File: config.mk
export PLATFORM = sky130hd
export DESIGN_NAME = mem_req_arbiter
export DESIGN_NICKNAME = d
export VERILOG_FILES = /design/src/rtl/mem_req_arbiter_pkg.sv /design/src/rtl/mem_req_arbiter_tag_alloc.sv /design/src/rtl/mem_req_arbiter.sv
export SDC_FILE = /design/constraint.sdc
export NUM_CORES = 1
export LEC_CHECK = 0
export CORE_AREA = 8 8 139 141
export CTS_BUF_LIST = sky130_fd_sc_hd__clkbuf_8
export DETAILED_ROUTE_END_ITERATION = 8
export DIE_AREA = 0 0 147 149
export PLACE_DENSITY = 0.85
export SLEW_MARGIN = 20
export SYNTH_ARGS = -nofsm -noshare
export SYNTH_HDL_FRONTEND = slang
export SYNTH_HIERARCHICAL = 1
export SYNTH_SLANG_ARGS = --single-unit
File: constraint.sdc
create_clock -name clk -period 3.2 [get_ports clk]
set_clock_uncertainty 0.2 [all_clocks]
set_input_delay 0.64 -clock clk [delete_from_list [all_inputs] [get_ports clk]]
set_output_delay 0.64 -clock clk [all_outputs]
set_load 0.05 [all_outputs]
File: src/rtl/mem_req_arbiter_pkg.sv
// Shared types for the line-memory request arbiter: source select, per-source
// FSM states and the request record seen on the memory side.
package mem_req_arbiter_pkg;

  localparam int PA_WIDTH_DEF   = 32;
  localparam int LINE_BYTES_DEF = 16;
  localparam int ID_WIDTH_DEF   = 2;

  // Posted writes carry this ID; read tags start at 1.
  localparam int WRITE_ID = 0;

  typedef enum logic {SRC_INSTR, SRC_DATA} src_e;

  typedef enum logic {ST_IDLE, ST_WAIT} src_state_e;

  typedef struct packed {
    logic                        write;
    logic [PA_WIDTH_DEF-1:0]     addr;
    logic [LINE_BYTES_DEF*8-1:0] data;
    logic [ID_WIDTH_DEF-1:0]     id;
  } mem_req_t;

endpackage

File: src/rtl/mem_req_arbiter_tag_alloc.sv
// Free-tag pool for read transactions. Tags freed this cycle are visible to the
// allocator in the same cycle, so an ack and a new read can share a tag.
module mem_req_arbiter_tag_alloc #(
  parameter int ID_WIDTH = 2
) (
  input  logic                       clk,
  input  logic                       rst,
  input  logic [(2**ID_WIDTH)-1:0]   i_free_mask,
  input  logic                       i_alloc,
  output logic [ID_WIDTH-1:0]        o_alloc_id,
  output logic                       o_empty
);

  localparam int NTAGS = 2**ID_WIDTH;
  // Bit 0 is the write ID and never enters the pool.
  localparam logic [NTAGS-1:0] READ_TAGS = {{(NTAGS-1){1'b1}}, 1'b0};

  logic [NTAGS-1:0] free_q;
  logic [NTAGS-1:0] avail;

  assign avail   = (free_q | i_free_mask) & READ_TAGS;
  assign o_empty = ~|avail;

  always_comb begin
    o_alloc_id = '0;
    for (int t = NTAGS - 1; t >= 1; t--) begin
      if (avail[t]) o_alloc_id = t[ID_WIDTH-1:0];
    end
  end

  always_ff @(posedge clk) begin
    if (rst) begin
      free_q <= READ_TAGS;
    end else begin
      free_q <= avail;
      if (i_alloc) free_q[o_alloc_id] <= 1'b0;
    end
  end

endmodule

File: src/rtl/mem_req_arbiter.sv
// Round-robin arbiter between fetch and data engines onto the line memory.
// Reads hold a tag until acked; posted writes issue with the write ID.
module mem_req_arbiter
  import mem_req_arbiter_pkg::*;
#(
  parameter int PA_WIDTH   = 32,
  parameter int LINE_BYTES = 16,
  parameter int ID_WIDTH   = 2
) (
  input  logic                      clk,
  input  logic                      rst,
  input  logic                      i_instr_enable,
  input  logic [PA_WIDTH-1:0]       i_instr_addr,
  input  logic                      i_instr_ack,
  input  logic                      i_data_enable,
  input  logic [PA_WIDTH-1:0]       i_data_addr,
  input  logic [LINE_BYTES*8-1:0]   i_data,
  input  logic                      i_data_write,
  input  logic                      i_data_ack,
  input  logic                      i_mem_full,
  output logic                      o_mem_enable,
  output logic                      o_mem_write,
  output logic [PA_WIDTH-1:0]       o_mem_addr,
  output logic [LINE_BYTES*8-1:0]   o_mem_data,
  output logic [ID_WIDTH-1:0]       o_mem_id,
  output logic                      o_instr_grant,
  output logic                      o_data_grant,
  output logic [ID_WIDTH-1:0]       o_instr_id,
  output logic [ID_WIDTH-1:0]       o_data_id,
  output src_state_e                dbg_instr_state,
  output src_state_e                dbg_data_state
);

  localparam int NTAGS = 2**ID_WIDTH;

  // Handshake: a source raises enable and holds it; issue is signalled by a
  // one-cycle grant. Reads then wait for the source's ack pulse, writes do not.
  // The memory side has no ready; i_mem_full=1 blocks issue in that cycle.

  src_state_e          instr_st, data_st;
  src_e                last_q;
  logic                instr_free, data_free;
  logic [NTAGS-1:0]    free_mask;
  logic                instr_elig, data_elig;
  logic                issue, pick_data, grant_read;
  logic [ID_WIDTH-1:0] alloc_id;
  logic                tag_empty;

  assign dbg_instr_state = instr_st;
  assign dbg_data_state  = data_st;

  // Acks are honoured even under back-pressure so a pulse is never lost.
  assign instr_free = (instr_st == ST_WAIT) && i_instr_ack;
  assign data_free  = (data_st == ST_WAIT) && i_data_ack;

  always_comb begin
    free_mask = '0;
    if (instr_free) free_mask[o_instr_id] = 1'b1;
    if (data_free)  free_mask[o_data_id]  = 1'b1;
  end

  assign instr_elig = i_instr_enable && (instr_st == ST_IDLE) && !tag_empty;
  assign data_elig  = i_data_enable && (data_st == ST_IDLE) && (i_data_write || !tag_empty);
  assign issue      = (instr_elig || data_elig) && !i_mem_full;
  assign pick_data  = data_elig && (!instr_elig || (last_q == SRC_INSTR));
  assign grant_read = issue && (!pick_data || !i_data_write);

  mem_req_arbiter_tag_alloc #(
    .ID_WIDTH(ID_WIDTH)
  ) u_tag_alloc (
    .clk         (clk),
    .rst         (rst),
    .i_free_mask (free_mask),
    .i_alloc     (grant_read),
    .o_alloc_id  (alloc_id),
    .o_empty     (tag_empty)
  );

  always_ff @(posedge clk) begin
    if (rst) begin
      instr_st      <= ST_IDLE;
      data_st       <= ST_IDLE;
      last_q        <= SRC_INSTR;
      o_mem_enable  <= 1'b0;
      o_mem_write   <= 1'b0;
      o_mem_addr    <= '0;
      o_mem_data    <= '0;
      o_mem_id      <= '0;
      o_instr_grant <= 1'b0;
      o_data_grant  <= 1'b0;
      o_instr_id    <= '0;
      o_data_id     <= '0;
    end else begin
      o_mem_enable  <= issue;
      o_instr_grant <= issue && !pick_data;
      o_data_grant  <= issue && pick_data;
      o_mem_write   <= issue && pick_data && i_data_write;
      o_mem_addr    <= !issue ? '0 : (pick_data ? i_data_addr : i_instr_addr);
      o_mem_data    <= (issue && pick_data && i_data_write) ? i_data : '0;
      o_mem_id      <= grant_read ? alloc_id : ID_WIDTH'(WRITE_ID);

      if (instr_free) begin
        instr_st   <= ST_IDLE;
        o_instr_id <= '0;
      end
      if (data_free) begin
        data_st   <= ST_IDLE;
        o_data_id <= '0;
      end

      // The winner is always IDLE, so it never collides with its own ack above.
      if (issue) begin
        last_q <= pick_data ? SRC_DATA : SRC_INSTR;
        if (!pick_data) begin
          instr_st   <= ST_WAIT;
          o_instr_id <= alloc_id;
        end else if (!i_data_write) begin
          data_st   <= ST_WAIT;
          o_data_id <= alloc_id;
        end
      end
    end
  end

endmodule
* Yosys cells after proc, flatten, opt, wreduce, memory -nomap -nowiden
Index checks and enable logic that the tools add are counted.
** Cells by class
- $add $sub $neg :: 0
- Multiply operators :: 0
- Divide/modulo/power cells :: 0
- Order comparisons :: 6
- Equality and inequality tests :: 0
- Shift operators :: 0
- Muxes and demuxes :: 28
- Bitwise gates (word level) :: 10
- Reduce and logical (&&, ||, !) cells :: 27
** Operator list (number)
- 2-to-1 mux 32 bit :: 1
- 2-to-1 mux 2 bit :: 10
- logical AND 1 bit :: 15
- 2-to-1 mux 4 bit :: 3
- 2-to-1 mux 1 bit :: 11
- less-than comparator 2 x 3 -> 1 bit (second input constant) :: 3
- OR 4 bit :: 2
- demux 1 bit (select 2 bit) :: 3
- >= comparator 2 x 1 -> 1 bit (second input constant) :: 3
- NOT 1 bit :: 6
- OR reduction 2 bit :: 3
- AND 4 bit :: 1
- zero test 1 bit :: 4
- logical OR 1 bit :: 4
- NOT 4 bit :: 1
- OR reduction 3 bit :: 1
** Word-level totals
- Bits in registers :: 177
- Latch bits :: 0
- Memory bits (writable) :: 0
- ROM bits :: 0
- Word-level logic and storage cells :: 85
- Memories kept :: 0

* Longest topological paths before layout
- Depth after elaboration :: 18
- Depth in mapped cells :: 10
- Depth with buffers taken out :: 9

* Hierarchy
Netlist, hierarchy kept.
** By module, submodules not included
- mem_req_arbiter :: instances 1, cells an instance 479, area each 5393.9 sq um, sequential area each 3463.3 sq um
- mem_req_arbiter_tag_alloc :: instances 1, cells an instance 15, area each 142.6 sq um, sequential area each 60.1 sq um

* Least setup slack after synthesis
Ideal clock, no wire load.
- Kind :: register to register
- Start :: register instr_st (netlist: dbg_instr_state)
- End :: register u_tag_alloc.free_q[3]
- Arrival time :: 2.713 ns
- Data required time :: 2.877 ns
- Path slack :: 0.164 ns
- Cell stages (with the launch flop) :: 11
- Path buffers :: 1
- Path through :: dfxtp_1 > nand2_1 > o32ai_1 > nor2_4 > and3_1 > or3b_4 > a31o_1 > buf_6 > a21oi_1 > nor3b_2 > a21oi_1
** Between the ends
- Elaborated cells between the ends (all ways) :: 30
- Classes of those cells :: 2 x order compare; 8 x mux; 5 x bitwise; 15 x reduce/logical
** RTL lines
- start, declared :: line mem_req_arbiter.sv:40 : src_state_e instr_st, data_st;
- start signal, assigned :: line mem_req_arbiter.sv:81 : instr_st <= ST_IDLE;
- start signal, assigned :: line mem_req_arbiter.sv:103 : instr_st <= ST_IDLE;
- start signal, assigned :: line mem_req_arbiter.sv:115 : instr_st <= ST_WAIT;
- logical AND 1 bit * :: line mem_req_arbiter.sv:53 : assign instr_free = (instr_st == ST_WAIT) && i_instr_ack;
- 2-to-1 mux 4 bit * :: line mem_req_arbiter.sv:58 : if (instr_free) free_mask[o_instr_id] = 1'b1;
- OR 4 bit (no line)
- 2-to-1 mux 4 bit * :: line mem_req_arbiter.sv:59 : if (data_free) free_mask[o_data_id] = 1'b1;
- via free_mask[1] :: line mem_req_arbiter.sv:43 : logic [NTAGS-1:0] free_mask;
- OR 4 bit * :: line mem_req_arbiter_tag_alloc.sv:21 : assign avail = (free_q | i_free_mask) & READ_TAGS;
- OR reduction 3 bit * :: line mem_req_arbiter_tag_alloc.sv:22 : assign o_empty = ~|avail;
- logical AND 1 bit :: line mem_req_arbiter.sv:62 : assign instr_elig = i_instr_enable && (instr_st == ST_IDLE) && !tag_empty;
- zero test 1 bit :: line mem_req_arbiter.sv:65 : assign pick_data = data_elig && (!instr_elig || (last_q == SRC_INSTR));
- logical OR 1 bit :: line mem_req_arbiter.sv:65
- logical AND 1 bit :: line mem_req_arbiter.sv:65
- zero test 1 bit
- logical OR 1 bit :: line mem_req_arbiter.sv:66 : assign grant_read = issue && (!pick_data || !i_data_write);
- logical AND 1 bit * :: line mem_req_arbiter.sv:66
- via grant_read :: line mem_req_arbiter.sv:45 : logic issue, pick_data, grant_read;
- 2-to-1 mux 4 bit * :: line mem_req_arbiter_tag_alloc.sv:36 : if (i_alloc) free_q[o_alloc_id] <= 1'b0;
- end signal, assigned :: line mem_req_arbiter_tag_alloc.sv:35 : free_q <= avail;
- end, declared :: line mem_req_arbiter_tag_alloc.sv:18 : logic [NTAGS-1:0] free_q;
The timed path passes the listed nets; every way through them passes the cells marked *.
A chain may end at the register's enable or synchronous reset.

* Worst setup path in the final report
- Start :: input port i_instr_ack
- End :: register u_tag_alloc.free_q[2]
** Between the ends
- Elaborated cells between the ends (all ways) :: 28
- Classes of those cells :: 2 x order compare; 8 x mux; 4 x bitwise; 14 x reduce/logical
** RTL lines
- start, declared :: line mem_req_arbiter.sv:14 : input logic i_instr_ack,
- logical AND 1 bit * :: line mem_req_arbiter.sv:53
- 2-to-1 mux 4 bit * :: line mem_req_arbiter.sv:58
- OR 4 bit (no line)
- 2-to-1 mux 4 bit * :: line mem_req_arbiter.sv:59
- via free_mask[1] :: line mem_req_arbiter.sv:43
- OR 4 bit * :: line mem_req_arbiter_tag_alloc.sv:21
- OR reduction 3 bit * :: line mem_req_arbiter_tag_alloc.sv:22
- logical AND 1 bit :: line mem_req_arbiter.sv:62
- zero test 1 bit :: line mem_req_arbiter.sv:65
- logical OR 1 bit :: line mem_req_arbiter.sv:65
- logical AND 1 bit :: line mem_req_arbiter.sv:65
- zero test 1 bit
- logical OR 1 bit :: line mem_req_arbiter.sv:66
- logical AND 1 bit * :: line mem_req_arbiter.sv:66
- via grant_read :: line mem_req_arbiter.sv:45
- 2-to-1 mux 4 bit * :: line mem_req_arbiter_tag_alloc.sv:36
Marks and branches as above.

==> impl_summary.md <==
Clocking
The count of hold buffers inserted by post-cts repair is 0. The number of clock buffers inserted by TritonCTS is 17. The post-CTS clock slew at the launch and capture registers of the worst setup and hold paths is roughly 0.10 ns. The tree is rooted in a clkbuf_8. After clock tree synthesis, the setup repair step added 0 buffers. The clock sink count is about 180. The clock tree synthesis step divided the H-tree into 4 levels. The clock tree from TritonCTS is built. The clock tree buffer depth is 2. In this run, post-CTS repair resized a total of 0 instances. The clock reaches the later pin of the worst-skew pair after about 0.46 ns.

Global route
The global route total overflow is 0. The number of antenna violations at the first check in global routing came to 1. The via count of the first global-routing pass came to slightly below 5k. Global routing used about 18% of the available tracks. Entering global routing, the biggest net connects 67 pins. The wire length of the first global-routing pass is slightly below 30000 um.

Synthesis
When the netlist entered floorplanning its net count stood at 693. Yosys printed 6 warnings. The synthesized instance count is 493.

The mean cell area of the mapped netlist is ~11 um2. The cell area that synthesis handed to floorplanning was ~5500 um2.

Floorplanning
The die covers about 22000 um2. The initial core utilization is approximately 32%. Row generation in the floorplan step produced 48 rows. After floorplanning, the core was sized to cover between 15000 and 20000 um2. The number of top-level pins is 372. The overall die height is 149 um. The x dimension of the die is 147 um.

Drt
The detailed router placed 4782 vias in this run. The count of nets left with antenna violations after detail routing is 0. The total routed wirelength is roughly 20000 um. The DRC violations left is 0. After the first detailed-routing iteration, the DRC count stood at 156. The via-per-instance ratio is about 4.3. The routed length per placed instance is around 18 um. Before antenna repair, the detailed router went through 4 iterations.

Outcome
The flow ran to the end, and the final reports show no timing, DRC or antenna violations.

Timing
Setup violations remaining at the end of the flow were counted as 0. The worst slew margin relative to its limit is 55.79%. The total count of max-transition violations in the final report was 0. Summed over all failing endpoints, the final setup total negative slack is 0 ns.

Setup repair after global routing left no endpoint under its margin. In the finished design, the share of the clock period the worst path needs comes to 89.23%. The slew at the pin with the worst max-slew slack is between 0.6 and 0.7 ns. The fmax is 0.3502 GHz. The shortest clock period the worst path allows after layout is 2.855 ns. The number of hold violations in the final report is 0.

Final layout
0 antenna diodes ended up in the layout. The area growth from synthesis to layout is 79.45%. The final cell utilization of the core is a little under 60%. Leaving out fill and tap cells, the most frequent cells in the layout are clkdlybuf4s50_1, dfxtp_1, and2_1. The post-route netlist has a little under a tenth of its cells at a drive strength greater than 1.

The library cell used most frequently in the layout, excluding fill and tap cells, is clkdlybuf4s50_1. For this run, the post-layout net count is roughly 1.1k.

Critical path
The register-to-register setup slack is roughly 0.57 ns. Counting cells, the worst reg-to-reg path comes to 10. The endpoint kind of the worst setup timing path is a register.

In this run the critical register-to-register path is captured at u_tag_alloc/free_q[2]$_SDFF_PP1_. The maximum fanout along the worst path is 3. The startpoint of the most critical setup path is i_instr_ack. The category of the worst setup path launch point is an input port.

Among all stages on the critical path, the largest delay is contributed by clkdlybuf4s50_1. The worst setup path category is input port to register. For the worst setup path, the data arrival time is 3.00 ns. The critical path goes through clkdlybuf4s50_1, nand2_1, o32ai_1, buf_4, nor2_4, and3_1, or3b_4, a31o_2, a21oi_1, nor3b_2, o21bai_1.

Following the worst setup path forward leads to its endpoint at u_tag_alloc/free_q[2]$_SDFF_PP1_. The reg-to-reg critical path startpoint is dbg_instr_state$_SDFF_PP0_. The delay of the slowest critical-path stage is approximately 0.5 ns. The required time of the worst setup path is 3.35 ns.

Placement
The congestion estimate from routability-driven global placement came to 0.8620. The placed wire-length estimate after detailed placement is roughly 16000 um. The number of port buffers is around 370.

Run
The max-capacitance violation count is 0.

Hold path
The path class of the tightest hold or removal check is register to register.

Pwr
The largest vdd supply drop is between 0.2 and 0.25 mV. The power density over the cells is around 450 nW/um2. The analysis attributes to cell leakage a power of 3.760 nW.
## how the worst min path moves through the flow
stage | start | cells past startpoint | endpoint | slack (ns)
global placement | o_data_id[0]$_SDFF_PP0_ | 2 | o_data_id[0]$_SDFF_PP0_ | 0.29
global route | o_data_id[1]$_SDFF_PP0_ | 2 | o_data_id[1]$_SDFF_PP0_ | 0.35
floorplan | last_q$_SDFFE_PP0N_ | 2 | last_q$_SDFFE_PP0N_ | 0.26
finish | o_data_id[0]$_SDFF_PP0_ | 2 | o_data_id[0]$_SDFF_PP0_ | 0.30
CTS | o_data_id[0]$_SDFF_PP0_ | 2 | o_data_id[0]$_SDFF_PP0_ | 0.31
detailed placement | last_q$_SDFFE_PP0N_ | 2 | last_q$_SDFFE_PP0N_ | 0.29
## registers in the layout, summed over array words and instances, names as in the netlist
register and count:
o_mem_id 2, dbg_data_state 1, o_mem_enable 1, o_data_grant 1, o_data_id 2, dbg_instr_state 1
o_mem_write 1, o_instr_id 2, last_q 1, o_mem_data 128, o_instr_grant 1, o_mem_addr 32
u_tag_alloc/free_q 3
## critical path, delay by kind of cell
family / cells / cell delay (ns)
and+or+nand+nor: 5 / 0.91
AOI/OAI and AO/OA: 4 / 0.75
buffers and inverters: 2 / 0.69
## power breakdown
part | internal, mW | total, mW | switching, mW
Combinational | 0.364 | 0.710 | 0.346
Clock | 0.705 | 1.54 | 0.834
Sequential | 2.24 | 2.26 | 0.0196
Total | 3.31 | 4.51 | 1.20
## through the flow
stage               hold WS, ns  setup slack, ns  cells  area (um2)  total power, mW
CTS                      0.3057           0.4100   1103        9920            4.571
finish                   0.3013           0.3447   1103        9920            4.511
detailed placement       0.2851         -0.09475   1073        9529            3.024
floorplan                0.2624           0.1980    493        5528            2.638
global placement         0.2857          0.01503   1073        9529            3.014
global route             0.3467           0.2782   1103        9920            4.701
## per-layer routing
| metal | part of all wire (%) | global-route usage (%) | vias up |
|---|---|---|---|
| met4 | 1.6 | 6.119 | 2 |
| met2 | 50 | 31.15 | 225 |
| met3 | 9.9 | 8.283 | 20 |
| met1 | 38 | 18.61 | 2209 |
| met5 | 0.065 | 0 | - |
| li1 | - | - | 2326 |
## final cells by class
cell class	instances	area [um2]
clock buffer	17	234.0
clock inverter	13	156.4
fill	1404	7137
inverter	4	15.01
multi-input combinational	283	1828
sequential	176	3523
tap	225	281.5
timing repair buffer	385	3881
Power figures use the tool's default switching activity.
